`config.mk`:
```
export PLATFORM = sky130hd
export DESIGN_NAME = aer_event_packer
export DESIGN_NICKNAME = d
export VERILOG_FILES = /design/src/rtl/aer_pkg.sv /design/src/rtl/aer_sync_fifo.sv /design/src/rtl/aer_event_packer.sv
export SDC_FILE = /design/constraint.sdc
export NUM_CORES = 1
export LEC_CHECK = 0
export ABC_AREA = 1
export CAP_MARGIN = 20
export CORE_MARGIN = 2
export CORE_UTILIZATION = 53
export CTS_BUF_LIST = sky130_fd_sc_hd__clkbuf_8
export DETAILED_ROUTE_END_ITERATION = 7
export PLACE_DENSITY = 0.78
export SLEW_MARGIN = 20
export SYNTH_ARGS = -nofsm -noshare
export SYNTH_HDL_FRONTEND = slang
export SYNTH_SLANG_ARGS = --single-unit
```
`constraint.sdc`:
```
create_clock -name clk_i -period 2.9 [get_ports clk_i]
set_input_delay 0.87 -clock clk_i [delete_from_list [all_inputs] [get_ports clk_i]]
set_output_delay 0.87 -clock clk_i [all_outputs]
set_load 0.005 [all_outputs]
```
`src/rtl/aer_pkg.sv`:
```
// Shared widths, packet layout and pack helper for the AER event packer.
package aer_pkg;

  localparam int AER_X_W        = 3;
  localparam int AER_Y_W        = 3;
  localparam int AER_TS_W       = 32;
  localparam int AER_DROP_CNT_W = 16;

  typedef struct packed {
    logic [AER_X_W-1:0]  x;
    logic [AER_Y_W-1:0]  y;
    logic [AER_TS_W-1:0] ts;
    logic                pol;
  } aer_pkt_t;

  function automatic aer_pkt_t aer_pack(
    input logic [AER_X_W-1:0]  x,
    input logic [AER_Y_W-1:0]  y,
    input logic [AER_TS_W-1:0] ts,
    input logic                pol
  );
    aer_pkt_t p;
    p.x   = x;
    p.y   = y;
    p.ts  = ts;
    p.pol = pol;
    return p;
  endfunction

endpackage

```
`src/rtl/aer_sync_fifo.sv`:
```
// Show-ahead sync FIFO: push visible at dout one cycle later, no bypass.
// Push while full and pop while empty are ignored; full/empty use pre-pop state.
module aer_sync_fifo #(
  parameter int WIDTH = 8,
  parameter int DEPTH = 4
) (
  input  logic                       clk_i,
  input  logic                       reset_i,
  input  logic                       push,
  input  logic [WIDTH-1:0]           din,
  input  logic                       pop,
  output logic [WIDTH-1:0]           dout,
  output logic                       full,
  output logic                       empty,
  output logic [$clog2(DEPTH+1)-1:0] count
);

  localparam int AW = $clog2(DEPTH);
  localparam int CW = $clog2(DEPTH+1);

  logic [WIDTH-1:0] mem [DEPTH];
  logic [AW-1:0]    wr_ptr;
  logic [AW-1:0]    rd_ptr;
  logic             do_push;
  logic             do_pop;

  assign full    = (count == CW'(DEPTH));
  assign empty   = (count == '0);
  assign do_push = push && !full;
  assign do_pop  = pop && !empty;
  assign dout    = empty ? '0 : mem[rd_ptr];

  always_ff @(posedge clk_i) begin
    if (do_push) mem[wr_ptr] <= din;
  end

  // DEPTH is a power of two, so pointers wrap by natural overflow
  always_ff @(posedge clk_i or posedge reset_i) begin
    if (reset_i) begin
      wr_ptr <= '0;
      rd_ptr <= '0;
      count  <= '0;
    end else begin
      if (do_push) wr_ptr <= wr_ptr + 1'b1;
      if (do_pop)  rd_ptr <= rd_ptr + 1'b1;
      case ({do_push, do_pop})
        2'b10:   count <= count + 1'b1;
        2'b01:   count <= count - 1'b1;
        default: count <= count;
      endcase
    end
  end

endmodule

```
`src/rtl/aer_event_packer.sv`:
```
// Timestamps pixel events and queues {x, y, ts, pol} packets; output 1 cycle after accept.
// DROP_ON_FULL=1 keeps ev_ready_o high and counts drops; 0 backpressures via ev_ready_o.
module aer_event_packer
  import aer_pkg::*;
#(
  parameter int X_W          = AER_X_W,
  parameter int Y_W          = AER_Y_W,
  parameter int TS_W         = AER_TS_W,
  parameter int DEPTH        = 4,
  parameter bit DROP_ON_FULL = 1'b1
) (
  input  logic                        clk_i,
  input  logic                        reset_i,
  input  logic                        ev_valid_i,
  output logic                        ev_ready_o,
  input  logic [X_W-1:0]              x_add_i,
  input  logic [Y_W-1:0]              y_add_i,
  input  logic                        polarity_i,
  input  logic                        ts_clr_i,
  output logic [X_W+Y_W+TS_W:0]       data_out_o,
  output logic                        out_valid_o,
  input  logic                        out_ready_i,
  output logic [$clog2(DEPTH+1)-1:0]  fifo_count_o,
  output logic [AER_DROP_CNT_W-1:0]   drop_cnt_o,
  output logic                        ts_wrap_o
);

  localparam int PW = X_W + Y_W + TS_W + 1;

  typedef struct packed {
    logic [X_W-1:0]  x;
    logic [Y_W-1:0]  y;
    logic [TS_W-1:0] ts;
    logic            pol;
  } pkt_t;

  logic [TS_W-1:0] ts;
  logic            full;
  logic            empty;
  logic            accept;
  logic            drop;
  pkt_t            pkt;

  assign ev_ready_o  = DROP_ON_FULL ? 1'b1 : !full;
  assign accept      = ev_valid_i && ev_ready_o && !full;
  assign drop        = DROP_ON_FULL && ev_valid_i && full;
  assign out_valid_o = !empty;

  always_comb begin
    pkt     = '0;
    pkt.x   = x_add_i;
    pkt.y   = y_add_i;
    pkt.ts  = ts;
    pkt.pol = polarity_i;
  end

  // Clear wins over the wrap so a clear never produces a wrap pulse
  always_ff @(posedge clk_i or posedge reset_i) begin
    if (reset_i) begin
      ts        <= '0;
      ts_wrap_o <= 1'b0;
    end else begin
      ts_wrap_o <= !ts_clr_i && (ts == '1);
      ts        <= ts_clr_i ? '0 : ts + 1'b1;
    end
  end

  always_ff @(posedge clk_i or posedge reset_i) begin
    if (reset_i) begin
      drop_cnt_o <= '0;
    end else if (drop && (drop_cnt_o != '1)) begin
      drop_cnt_o <= drop_cnt_o + 1'b1;
    end
  end

  aer_sync_fifo #(
    .WIDTH (PW),
    .DEPTH (DEPTH)
  ) u_fifo (
    .clk_i   (clk_i),
    .reset_i (reset_i),
    .push    (accept),
    .din     (pkt),
    .pop     (out_ready_i),
    .dout    (data_out_o),
    .full    (full),
    .empty   (empty),
    .count   (fifo_count_o)
  );

endmodule

```
Yosys cells after proc, flatten, opt, wreduce, memory -nomap -nowiden
Memories as Yosys holds them, arrays and structs flattened.
Index checks and enable logic that the tools add are counted.
{ "totals": {"ff_bits": 56, "latch_bits": 0, "mem_bits_rw": 156, "romBits": 0, "input_bits": 12, "out_inout_bits": 61, "mem_count": 1} }
{ "memory_table": {"columns": ["name", "depth", "word_bits", "read_ports", "rd_clocked_by_memory_dff", "write_ports", "line", "text"], "rows": [
  ["u_fifo.mem", 4, 39, 1, 0, 1, "aer_sync_fifo.sv:21", "logic [WIDTH-1:0] mem [DEPTH];"]
]} }
{ "op_classes": {"addsub": 6, "mul": 0, "div": 0, "magnitude_cmp": 0, "eq_ne": 5, "n_shift": 0, "muxes": 5, "n_bitwise": 0, "reduce_logical": 11} }
{ "ops": {"columns": ["op", "count"], "rows": [
  ["2-to-1 mux 39 bit", 1],
  ["adder 32 x 1 -> 32 bit (second input constant)", 1],
  ["equality test 32 bit (second input constant)", 1],
  ["2-to-1 mux 32 bit", 1],
  ["adder 16 x 1 -> 16 bit (second input constant)", 1],
  ["!= test 16 bit (second input constant)", 1],
  ["logical AND 1 bit", 6],
  ["case mux 3 bit (2 select lines)", 1],
  ["adder 2 x 1 -> 2 bit (second input constant)", 2],
  ["adder 3 x 1 -> 3 bit (second input constant)", 1],
  ["equality test 3 bit (second input constant)", 1],
  ["logical NOT 1 bit", 3],
  ["logical NOT 3 bit", 1],
  ["subtractor 3 x 1 -> 3 bit (second input constant)", 1],
  ["equality test 2 x 1 -> 1 bit (second input constant)", 1],
  ["equality test 2 bit (second input constant)", 1],
  ["2-to-1 mux 1 bit", 2],
  ["nonzero test 2 bit", 1]
]} }

Logic depth before layout (Yosys ltp)
{ "depth": {"depth_word": 6, "depth_mapped": 10} }

Hierarchy
A second synthesis with hierarchy kept.
{ "unflattened": {"hier_cells": 1071, "hier_area_um2": 9851.9} }
{ "by_module_without_submodules": {"columns": ["mod", "n_inst", "cells_each", "area_per_inst_um2", "seq_area_each_um2"], "rows": [
  ["aer_sync_fifo", 1, 675, 7055.5, 4859.7],
  ["aer_event_packer", 1, 396, 2796.4, 1226.2]
]} }

Worst setup path after synthesis
OpenSTA, ideal clock, no wires.
{ "synth_path": {"path_type": "input to register", "startpoint": "in ev_valid_i", "endpoint": "mem u_fifo.mem[0][0] (netlist name), enable pin", "setup_ps": 435, "arrival_ps": 2625, "required_ps": 2465, "setup_slack_ps": -160, "path_stages": 2, "n_path_buf": 0, "cell_sequence": "o31ai_4 > nor2_1"} }
{ "synth_via": {"elab_chain_cells": 4} }
{ "synth_lines": {"columns": ["item", "line", "text"], "rows": [
  ["start, declared", "aer_event_packer.sv:14", "input logic ev_valid_i,"],
  ["logical AND 1 bit", "aer_event_packer.sv:45", "assign accept = ev_valid_i && ev_ready_o && !full;"],
  ["logical AND 1 bit", "aer_sync_fifo.sv:29", "assign do_push = push && !full;"],
  ["2-to-1 mux 1 bit", "aer_sync_fifo.sv:34", "if (do_push) mem[wr_ptr] <= din;"],
  ["2-to-1 mux 1 bit (implied by the code)", "aer_sync_fifo.sv:34", null],
  ["end, declared", "aer_sync_fifo.sv:21", null]
]} }
Every way passes these cells.

Worst setup path after layout
{ "layout_path": {"startpoint": "reg u_fifo.rd_ptr[0]", "endpoint": "out data_out_o[30]"} }
{ "layout_via": {"elab_chain_cells": 2} }
{ "layout_lines": {"columns": ["item", "line", "text"], "rows": [
  ["start, declared", "aer_sync_fifo.sv:23", "logic [AW-1:0] rd_ptr;"],
  ["start signal, assigned", "aer_sync_fifo.sv:45", "if (do_pop) rd_ptr <= rd_ptr + 1'b1;"],
  ["memory read (4 x 39 bit)", null, null],
  ["2-to-1 mux 39 bit", "aer_sync_fifo.sv:31", "assign dout = empty ? '0 : mem[rd_ptr];"],
  ["end, declared", "aer_event_packer.sv:20", "output logic [X_W+Y_W+TS_W:0] data_out_o,"]
]} }
Every way passes these cells.

==> flow_metrics.py <==
metrics = {
    "critical_path": {
        "cp_max_fo": 8,
        "reg2reg_from": "u_fifo.count[1]$_DFFE_PP0P_",
        "path_cells": "buf_12, buf_16, nor2_1, nor2_1, o21ai_0, a21oi_1, clkdlybuf4s50_1",
        "rr_endpoint": "u_fifo.count[1]$_DFFE_PP0P_",
        "rrSetupSlack_ns": 0.64,
        "criticalPathCategory": "reg -> out",
        "crit_required_ns": 2.03,
        "reg2reg_depth": 9,
        "critPathMaxStageDelay_ns": 0.54,
        "arrival_ns": 2.26,
        "crit_top_cell": "nor2_1",
        "startpoint_type": "register",
        "crit_slowest_cell": "clkdlybuf4s50_1",
        "critPathCaptureType": "output pin",
    },
    "power": {
        "leakagePower_nw": 4.62,
        "ir_drop_mv": 0.515,
        "power_density_mw_per_mm2": 908,
    },
    "synthesis": {
        "synth_seq_cells": 212,
        "seq_area_frac_synth_pct": 65.3,
        "yosysWarnings": 0,
        "synth_area_leaders": "edfxtp_1, dfrtp_1, nor2_1",
        "postSynthCellCount": 897,
        "synth_fp_nets": 917,
        "avgSynthCellArea_sq_um": 10.4,
        "synthDistinctLibCells": 36,
        "yosys.area.top_type": "edfxtp_1",
        "synth_top_area_share_pct": 50.3,
        "asyncSetResetFlopFracSynth_pct": 26.4,
        "synth.most_common_cell": "nor2_1",
        "syn_area_sq_mm": 0.00932,
        "yosys_most_used_dff": "edfxtp_1",
        "synth_common_cells": "nor2_1, edfxtp_1, nand2_1",
        "synth_edf_count": 156,
    },
    "sta": {
        "max_freq_mhz": 320,
        "rsz0062_at_grt": "yes",
        "layout_min_cycle_time_ns": 3.13,
        "setup_viol": 12,
        "fin_ws_ns": -0.228,
        "drv_slew": 0,
        "skew_ns": 0.0214,
        "hold_viol": 0,
        "holdWs_ns": 0.537,
        "period_share_pct": 108,
    },
    "drt": {
        "dr_total_vias": 6774,
        "drtAntennaViolNets": 0,
        "viasPerCell": 5.42,
        "drtIter0Drc": 518,
        "routed_wl_um": 20800,
        "routedWlPerCell_um": 16.6,
        "drc": 0,
        "first_pass_iters": 5,
    },
    "place": {
        "dpl_cell_area_sq_mm": 0.0104,
        "pre_cts_ws_ns": 0.159,
        "io_buffers": 71,
        "dp_hpwl_um": 11900,
        "gp_congestion": 0.877,
    },
    "clocking": {
        "root_buffer": "clkbuf_8",
        "clock_latency_ns": 0.51,
        "htree_levels": 2,
        "hold_buffers": 0,
        "cts_buffer_depth": 3,
        "cts_tree": "yes",
        "cts_buffers": 35,
        "clk_transition_reported_paths_ns": 0.06,
        "cts_sinks": 212,
    },
    "layout": {
        "diodes": 0,
        "layout-drive-gt1-share_pct": 12.4,
        "nets": 1018,
        "areaGrowthSynthToFinish_pct": 21.2,
        "fin_area_sq_mm": 0.0113,
    },
    "worst_hold_path": {
        "whs_endpoint": "ts[0]$_DFF_PP0_",
        "hold_path.class": "reg -> reg",
        "min-delay-start": "ts[0]$_DFF_PP0_",
        "hold_depth": 1,
    },
    "global_route": {
        "grt_pass1_wl_um": 31500,
        "track_usage_pct": 21.7,
        "grt_max_degree": 65,
        "grt_pass1_vias": 6327,
        "antenna_found_initial": 0,
        "gr-total-overflow": 0,
    },
    "floorplan": {
        "core_area_sq_mm": 0.0172,
        "dieArea_sq_mm": 0.0187,
        "row_count": 48,
        "ios": 73,
        "die_h_um": 137,
        "die_x_um": 137,
        "start_util_pct": 54.1,
    },
    "flow_run": {
        "max_cap_viol_count": 0,
    },
    "status": {
        "status": "finished, violations left",
        "violations": "negative setup slack",
    },
}
## report_power, final
group	switching (mW)	leakage [nW]	internal, mW
Sequential	0.221	2.29	3.75
Combinational	2.14	1.95	1.81
Clock	1.14	0.375	1.19
Total	3.49	4.62	6.76
## per-stage QoR
step,util (%),total power [mW],std cells,TNS (ns)
final,65.5,10.3,1250,-1.28
after global routing,65.5,10.8,1250,-2.88
after CTS,64.3,10.1,1243,-4.29
after detailed placement,60.5,7.79,1178,0
after global placement,60.5,7.69,1178,0
after floorplan,-,5.96,897,-24.95
## critical path: cells and delay by family, from the launching register on
family	cells	cell delay, ns
flops	1	0.50
buf+inv	3	0.83
simple gates	2	0.14
compound gates	2	0.31
## placed cells by master (no fill, tap or decap), types with 3 or more instances in the layout
cell type        instances
buf_12                  10
o21ai_1                  8
nand2_2                  8
nor2_2                   6
clkinv_1                 5
inv_2                    4
edfxtp_1               156
clkbuf_16                4
nand4_1                  6
xnor2_1                  6
dfrtp_1                 53
clkbuf_8                37
o21ai_0                 83
buf_2                    3
dlygate4sd2_1            8
nand3_1                 20
a21oi_1                 61
nor2_4                  16
xor2_1                  10
dlymetal6s2s_1          22
ha_1                     7
nand2_1                121
buf_4                   10
dfrtp_2                  3
clkinv_2                 7
inv_1                   56
o21ai_2                  3
clkdlybuf4s50_1         37
nor2_1                 230
## worst max-delay path by stage
stage	startpoint	endpoint	slack, ns	cells after the start
after floorplan	ev_valid_i	u_fifo.mem[0][0]$_DFFE_PP_	-0.16	2
after global placement	out_ready_i	u_fifo.count[2]$_DFFE_PP0P_	0.19	9
after detailed placement	out_ready_i	u_fifo.count[2]$_DFFE_PP0P_	0.16	9
after CTS	u_fifo.rd_ptr[0]$_DFFE_PP0P_	data_out_o[30]	-0.19	6
after global routing	u_fifo.rd_ptr[0]$_DFFE_PP0P_	data_out_o[30]	-0.33	7
final	u_fifo.rd_ptr[0]$_DFFE_PP0P_	data_out_o[30]	-0.23	7
## layout make-up
class | count | area, sq um
fillers | 1264 | 5950
clock inverters | 27 | 119
flip-flops and latches | 212 | 6090
inverters | 48 | 183
multi-input cells | 602 | 2930
repair buffers | 99 | 1180
well taps | 225 | 282
clock buffers | 37 | 509
## state kept, by name (all words and copies together), names as in the netlist
signal	flops
u_fifo.rd_ptr	2
u_fifo.mem	156
u_fifo.wr_ptr	2
drop_cnt_o	16
ts	32
ts_wrap_o	1
u_fifo.count	3
## cell families after synthesis
logic type                 after synthesis  synth area share (%)
and+or+nand+nor                        418                  19.1
adders and majority gates                8                  1.15
xor gates and xnor gates                17                  1.68
DFF                                    212                  65.3
buffers and inverters                   83                  3.76
other                                    1                0.0403
AOI/OAI and AO/OA                      158                  8.93
## layer usage
layer	part of all wire [%]	vias to the layer above	track usage [%]
met5	0	-	0
met3	6.7	50	4.41
li1	-	3223	-
met2	50	274	37.1
met1	41	3227	27.4
met4	2.2	0	8.28
## timing repair
action / CTS / global route
setup endpoints to repair: 40 / 28
pin swaps: 1 / 4
resized for setup: 16 / 46
setup buffers: 0 / 3
gates cloned: 1 / 4
Note: power is estimated with default switching activity, not from simulation.
